--- src/rtl/spi_pkg.sv ---
// Shared definitions for the SPI master controller: command codes, frame geometry,
// FSM state encodings and the frame builder used by both RTL and bench monitors.
package spi_pkg;

    localparam int FRAME_W = 11;
    localparam int DATA_W  = 8;

    typedef logic [1:0] cmd_t;

    localparam cmd_t CMD_WR_ADDR = 2'b00;
    localparam cmd_t CMD_WR_DATA = 2'b01;
    localparam cmd_t CMD_RD_ADDR = 2'b10;
    localparam cmd_t CMD_RD_DATA = 2'b11;

    localparam logic [2:0] ST_IDLE      = 3'd0;
    localparam logic [2:0] ST_SHIFT_OUT = 3'd1;
    localparam logic [2:0] ST_WAIT_RD   = 3'd2;
    localparam logic [2:0] ST_SHIFT_IN  = 3'd3;
    localparam logic [2:0] ST_GAP       = 3'd4;

    // Bit 10 duplicates the rd/wr flag so the slave can decide direction on the first bit.
    function automatic logic [FRAME_W-1:0] build_frame(input cmd_t cmd_type,
                                                       input logic [DATA_W-1:0] cmd_data);
        return {cmd_type[1], cmd_type, cmd_data};
    endfunction

endpackage

--- src/rtl/spi_master_ctrl_if.sv ---
// Host-side command/read-data bus of the SPI master controller.
interface spi_master_ctrl_if;
    import spi_pkg::*;

    logic              cmd_valid;
    logic              cmd_ready;
    cmd_t              cmd_type;
    logic [DATA_W-1:0] cmd_data;
    logic              rd_valid;
    logic [DATA_W-1:0] rd_data;
    logic              busy;

    modport slave  (input  cmd_valid, cmd_type, cmd_data,
                    output cmd_ready, rd_valid, rd_data, busy);
    modport master (output cmd_valid, cmd_type, cmd_data,
                    input  cmd_ready, rd_valid, rd_data, busy);

endinterface

--- src/rtl/spi_shreg.sv ---
// Parallel-load, MSB-first serial shift register; load has priority over shift.
module spi_shreg #(
    parameter int W = 8
) (
    input  logic         clk,
    input  logic         rst,
    input  logic         load,
    input  logic [W-1:0] load_val,
    input  logic         shift_en,
    input  logic         ser_in,
    output logic [W-1:0] q
);

    // Shift register state
    always_ff @(posedge clk) begin
        if (rst) begin
            q <= {W{1'b0}};
        end else if (load) begin
            q <= load_val;
        end else if (shift_en) begin
            q <= {q[W-2:0], ser_in};
        end else begin
            q <= q;
        end
    end

endmodule

--- src/rtl/spi_master_ctrl.sv ---
// SPI master: serialises 11-bit RAM command frames on MOSI/SS_n and collects
// the 8-bit read-data reply on MISO for rd-data commands.
module spi_master_ctrl
    import spi_pkg::*;
#(
    parameter int RD_LATENCY = 2,
    parameter int GAP_CYCLES = 1
) (
    input  logic               clk,
    input  logic               rst,
    spi_master_ctrl_if.slave   host,
    output logic               SS_n,
    output logic               MOSI,
    input  logic               MISO
);

    localparam logic [3:0] OUT_LAST  = 4'(FRAME_W - 1);
    localparam logic [3:0] IN_LAST   = 4'(DATA_W - 1);
    localparam logic [3:0] WAIT_LAST = 4'(RD_LATENCY - 1);
    localparam logic [3:0] GAP_LAST  = 4'(GAP_CYCLES - 1);

    logic [2:0]         state_r;
    logic [3:0]         cnt_r;
    cmd_t               cmd_type_r;
    logic               ss_n_r;
    logic               cmd_ready_r;
    logic               busy_r;
    logic               rd_valid_r;
    logic [DATA_W-1:0]  rd_data_r;

    logic               accept_s;
    logic               illegal_s;
    logic               out_load_s;
    logic [FRAME_W-1:0] out_val_s;
    logic               out_shift_s;
    logic               in_load_s;
    logic               in_shift_s;
    logic [FRAME_W-1:0] out_q_s;
    logic [DATA_W-1:0]  in_q_s;
    logic               unused_bits_s;

    assign accept_s  = (state_r == ST_IDLE) && cmd_ready_r && host.cmd_valid;
    assign illegal_s = (state_r > ST_GAP);

    // Shift-register control; the output register is zero-filled so MOSI idles low
    always_comb begin
        out_load_s  = 1'b0;
        out_val_s   = {FRAME_W{1'b0}};
        out_shift_s = 1'b0;
        in_load_s   = 1'b0;
        in_shift_s  = 1'b0;
        if (accept_s) begin
            out_load_s = 1'b1;
            out_val_s  = build_frame(host.cmd_type, host.cmd_data);
            in_load_s  = 1'b1;
        end else if (illegal_s) begin
            out_load_s = 1'b1;
            in_load_s  = 1'b1;
        end else begin
            out_shift_s = (state_r == ST_SHIFT_OUT);
            in_shift_s  = (state_r == ST_SHIFT_IN);
        end
    end

    spi_shreg #(.W(FRAME_W)) u_out_shreg (
        .clk      (clk),
        .rst      (rst),
        .load     (out_load_s),
        .load_val (out_val_s),
        .shift_en (out_shift_s),
        .ser_in   (1'b0),
        .q        (out_q_s)
    );

    spi_shreg #(.W(DATA_W)) u_in_shreg (
        .clk      (clk),
        .rst      (rst),
        .load     (in_load_s),
        .load_val ({DATA_W{1'b0}}),
        .shift_en (in_shift_s),
        .ser_in   (MISO),
        .q        (in_q_s)
    );

    // Frame sequencing FSM and registered host/SPI outputs
    always_ff @(posedge clk) begin
        if (rst) begin
            state_r     <= ST_IDLE;
            cnt_r       <= 4'd0;
            cmd_type_r  <= CMD_WR_ADDR;
            ss_n_r      <= 1'b1;
            cmd_ready_r <= 1'b1;
            busy_r      <= 1'b0;
            rd_valid_r  <= 1'b0;
            rd_data_r   <= {DATA_W{1'b0}};
        end else begin
            rd_valid_r <= 1'b0;
            case (state_r)
                ST_IDLE: begin
                    if (accept_s) begin
                        cmd_type_r  <= host.cmd_type;
                        ss_n_r      <= 1'b0;
                        cmd_ready_r <= 1'b0;
                        busy_r      <= 1'b1;
                        cnt_r       <= 4'd0;
                        state_r     <= ST_SHIFT_OUT;
                    end
                end
                ST_SHIFT_OUT: begin
                    if (cnt_r == OUT_LAST) begin
                        cnt_r <= 4'd0;
                        if (cmd_type_r == CMD_RD_DATA) begin
                            state_r <= (RD_LATENCY == 0) ? ST_SHIFT_IN : ST_WAIT_RD;
                        end else begin
                            ss_n_r  <= 1'b1;
                            state_r <= ST_GAP;
                        end
                    end else begin
                        cnt_r <= cnt_r + 4'd1;
                    end
                end
                ST_WAIT_RD: begin
                    if (cnt_r == WAIT_LAST) begin
                        cnt_r   <= 4'd0;
                        state_r <= ST_SHIFT_IN;
                    end else begin
                        cnt_r <= cnt_r + 4'd1;
                    end
                end
                ST_SHIFT_IN: begin
                    if (cnt_r == IN_LAST) begin
                        rd_data_r  <= {in_q_s[DATA_W-2:0], MISO};
                        rd_valid_r <= 1'b1;
                        ss_n_r     <= 1'b1;
                        cnt_r      <= 4'd0;
                        state_r    <= ST_GAP;
                    end else begin
                        cnt_r <= cnt_r + 4'd1;
                    end
                end
                ST_GAP: begin
                    if (cnt_r == GAP_LAST) begin
                        cnt_r       <= 4'd0;
                        cmd_ready_r <= 1'b1;
                        busy_r      <= 1'b0;
                        state_r     <= ST_IDLE;
                    end else begin
                        cnt_r <= cnt_r + 4'd1;
                    end
                end
                default: begin
                    state_r     <= ST_IDLE;
                    cnt_r       <= 4'd0;
                    ss_n_r      <= 1'b1;
                    cmd_ready_r <= 1'b1;
                    busy_r      <= 1'b0;
                end
            endcase
        end
    end

    // The top shift-out bit is the MOSI register; the received MSB is consumed before it reaches bit 7
    assign unused_bits_s = ^{out_q_s[FRAME_W-2:0], in_q_s[DATA_W-1]};

    assign SS_n           = ss_n_r;
    assign MOSI           = out_q_s[FRAME_W-1];
    assign host.cmd_ready = cmd_ready_r;
    assign host.busy      = busy_r;
    assign host.rd_valid  = rd_valid_r;
    assign host.rd_data   = rd_data_r;

endmodule

--- src/flat_wrapper.sv ---
// flat-port wrapper written by rule: the top's interface ports become plain ports
module spi_master_ctrl_flat import spi_pkg::*;
#(
    parameter int RD_LATENCY = 2,
    parameter int GAP_CYCLES = 1
)
  (clk, rst, SS_n, MOSI, MISO, host_cmd_valid, host_cmd_type, host_cmd_data, host_cmd_ready, host_rd_valid, host_rd_data, host_busy);
  spi_master_ctrl_if host_i ();
  input  logic clk;
  input  logic rst;
  output logic SS_n;
  output logic MOSI;
  input  logic MISO;
  input wire logic [$bits(host_i.cmd_valid)-1:0] host_cmd_valid;
  input wire logic [$bits(host_i.cmd_type)-1:0] host_cmd_type;
  input wire logic [$bits(host_i.cmd_data)-1:0] host_cmd_data;
  output wire logic [$bits(host_i.cmd_ready)-1:0] host_cmd_ready;
  output wire logic [$bits(host_i.rd_valid)-1:0] host_rd_valid;
  output wire logic [$bits(host_i.rd_data)-1:0] host_rd_data;
  output wire logic [$bits(host_i.busy)-1:0] host_busy;
  assign host_i.cmd_valid = host_cmd_valid;
  assign host_i.cmd_type = host_cmd_type;
  assign host_i.cmd_data = host_cmd_data;
  assign host_cmd_ready = host_i.cmd_ready;
  assign host_rd_valid = host_i.rd_valid;
  assign host_rd_data = host_i.rd_data;
  assign host_busy = host_i.busy;
  spi_master_ctrl #(.RD_LATENCY(RD_LATENCY), .GAP_CYCLES(GAP_CYCLES)) u_core (.clk(clk), .rst(rst), .host(host_i), .SS_n(SS_n), .MOSI(MOSI), .MISO(MISO));
endmodule
--- config.mk ---
export PLATFORM = sky130hd
export DESIGN_NAME = spi_master_ctrl_flat
export DESIGN_NICKNAME = d
export VERILOG_FILES = /design/src/rtl/spi_pkg.sv /design/src/rtl/spi_master_ctrl_if.sv /design/src/rtl/spi_shreg.sv /design/src/rtl/spi_master_ctrl.sv /design/src/flat_wrapper.sv
export SDC_FILE = /design/constraint.sdc
export NUM_CORES = 1
export LEC_CHECK = 0
export ABC_AREA = 1
export BUFFER_PORTS_ARGS = -buffer_cell sky130_fd_sc_hd__buf_2
export CELL_PAD_IN_SITES_DETAIL_PLACEMENT = 1
export CELL_PAD_IN_SITES_GLOBAL_PLACEMENT = 1
export CORE_ASPECT_RATIO = 1.1
export CORE_MARGIN = 4
export CORE_UTILIZATION = 36
export DETAILED_ROUTE_END_ITERATION = 10
export GPL_TIMING_DRIVEN = 1
export PLACE_DENSITY_LB_ADDON = 0.08
export SLEW_MARGIN = 20
export SYNTH_ARGS = -nofsm -noshare
export SYNTH_HDL_FRONTEND = slang
export SYNTH_SLANG_ARGS = --single-unit
--- constraint.sdc ---
create_clock -name clk -period 1.5 [get_ports clk]
set_clock_uncertainty 0.15 [all_clocks]
set_input_delay 0.075 -clock clk [delete_from_list [all_inputs] [get_ports clk]]
set_output_delay 0.075 -clock clk [all_outputs]
set_load 0.01 [all_outputs]
==> metrics.txt <==
RSZ-0062 raised after global routing=yes; die area=6190 um^2; placed inst area=2130 um^2; Post-synth EDFFs=0; Synth Register Bits=39; num rows=26; Reg clk slew, reported paths=0.08 ns; leakage power=0.00124 uW; CP max FO=4; Synth async-reset ratio=0%; crit path kind=flip-flop to flip-flop; Synth Area per Inst=7.06 um^2; buffer levels on the longest clock path=2; CTS tree=done; GR Overflow Total=0; Synth Flop Type=dfxtp_1; wire length per cell=14.9 um; first-pass GRT wire length=8900 um; Distinct cells, synth=24; maximum vdd drop=652 uV; CP cell instances=inv_4 -> ha_4 -> nand3_2 -> nand2_4 -> nand2_4 -> inv_2 -> nand3_4 -> nand2_1 -> a21oi_1; Final nets=342; initial antenna violation count=0; Hold Crit Class=primary input to flip-flop; final setup vio count=0; CTS sink count=39; CORE AREA=4750 um^2; FILL cells=610; setup TNS=0 ns; startpoint class of the critical path=flip-flop; Worst-Margin Slew=0.341 ns; Inserted Clock Buffers=5; Via density=4.94; Pwr per Cell Area=1590 nW/um^2; final hold vios=0; Critical Path Slowest Stage Cell=dfxtp_4; relative slew slack=77.2%; largest net degree at the start of global routing=13; Tmin final=1.50 ns; most used cell, CP=nand2_4; Crit. End Element=flip-flop; crit share post-route=100%; final wirelength=5690 um; yosys warns=0; GP Congestion=0.835; total track usage=18.7%; drc violations=0; area of the multi-input gates=1080 um^2; outcome=finished clean; iteration count of the initial detailed-routing pass=4; Clock Latency Late Sink=0.29 ns; Detailed Place HPWL=3570 um; CP Data Arrival Time=1.54 ns; Die W=75.4 um; DR iter-0 viols=57; register area=801 um^2; # port buffers=26; IO Count=27; Routed Antenna Nets=0; Layout area overhead=47.2%; Die H=82.1 um; Synth Cell Area=1800 um^2; final non-filler cell area=2650 um^2; ANT cells=0; CP max stage delay=0.39 ns; initial core utilization=37.9%; Clock Root Buffer=clkbuf_8; CTS HTree Levels=2; Seq/Total Area, Yosys=43.4%; synthesized instance count=255; syn_nets=273; via count=1884; most frequent cells in the layout=67 x nand2_1, 35 x nor2_1, 33 x dfxtp_1, 30 x buf_4, 26 x buf_2; Max Fclk=667 MHz; vias in the first global route=1895; fin. max-slew vios=0; WP data required=1.54 ns; layout cells sized above 1=37.2%; max_cap viols=0; commonest non-fill, non-tap cell in the layout=nand2_1
==> power breakdown <==
group          internal, uW  leakage [uW]  switching, uW  total [uW]
logic                   829      0.000856           1030        1860
registers              1260      0.000322            173        1430
clock network           539     0.0000612            384         923
total                  2630       0.00124           1590        4220
==> per-stage QoR <==
| step | worst slack (ns) | utilization, % | instances | hold WS [ns] | power, uW |
|---|---|---|---|---|---|
| 2_1_floorplan | 0.0772 | - | 255 | 0.0740 | 2280 |
| 3_3_place_gp | -0.139 | 44.8 | 353 | 0.201 | 2780 |
| 3_5_place_dp | -0.171 | 44.8 | 353 | 0.204 | 2800 |
| 4_1_cts | 0.00213 | 51.5 | 377 | 0.0987 | 3870 |
| 5_1_grt | -0.0881 | 55.8 | 381 | 0.147 | 4550 |
| 6_report | 0.000370 | 55.8 | 381 | 0.130 | 4220 |
==> worst paths after layout <==
| check | slack (ns) | cells after the start | startpoint | to |
|---|---|---|---|---|
| worst max register to register | 0.0004 | 9 | u_core.cnt_r[0]$_SDFFE_PP0P_ | u_core.cnt_r[3]$_SDFFE_PP0P_ |
| worst max-delay path | 0.0004 | 9 | u_core.cnt_r[0]$_SDFFE_PP0P_ | u_core.cnt_r[3]$_SDFFE_PP0P_ |
| worst min-delay path | 0.13 | 4 | host_cmd_valid | u_core.host.busy$_SDFFE_PP0P_ |
| worst min register to register | 0.32 | 2 | u_core.SS_n$_SDFFE_PP1P_ | u_core.SS_n$_SDFFE_PP1P_ |
==> sequential cells by signal (all words and copies together) (netlist names) <==
name	flops
u_core.cmd_type_r	2
u_core.u_in_shreg.q	7
u_core.SS_n	1
u_core.u_out_shreg.q	11
u_core.host.busy	1
u_core.cnt_r	4
u_core.host.rd_data	8
u_core.host.cmd_ready	1
u_core.host.rd_valid	1
u_core.state_r	3
==> critical path, delay by kind of cell (launching register included) <==
family          cells  cell delay [ns]
fa+ha+maj           1             0.14
flops               1             0.39
buf+inv             2             0.17
compound gates      1             0.08
simple gates        5             0.48
==> what timing repair did <==
action                     4_1_cts  5_1_grt
hold buffers                    12        0
hold endpoints to repair        16        0
buffers inserted                 4        4
resized for setup               22       47
setup endpoints to repair       25       36
pin swaps                        4        9
==> final cells by class <==
type	count	share of cell area [%]
Timing Repair Buffer	69	18.4
Tap cell	56	2.65
Clock inverter	2	1.32
Sequential cell	39	30.2
Multi-Input combinational cell	186	40.6
Inverter	23	3.68
Clock buffer	6	3.12
==> routing by layer <==
metal	routed length, um	global-route usage, %	part of all wire, %	vias up
li1	-	-	-	942
met1	2570	24.0	45	899
met2	2820	31.1	50	29
met3	155	3.75	2.7	14
met4	147	5.94	2.6	0
met5	0	0	0	-
==> kinds of logic after synthesis <==
logic type	synth area share [%]
flops	43.4
xor+xnor	0.487
fa+ha+maj	2.78
simple gates	34.8
compound gates	11.4
buf+inv	7.16
==> cells in the mapped netlist, types with 2 or more instances <==
master	count	area, um^2
o211ai_1	2	15.0
buf_4	4	30.0
o21ai_0	21	105
nor3_1	3	15.0
inv_2	5	18.8
dfxtp_1	39	781
nand2_2	4	25.0
ha_1	4	50.1
inv_1	17	63.8
nor2_1	41	154
nand2_1	72	270
nand3_1	14	70.1
a21oi_1	17	85.1
nand2_4	2	22.5
No activity file was read; power rests on OpenSTA's default activity.
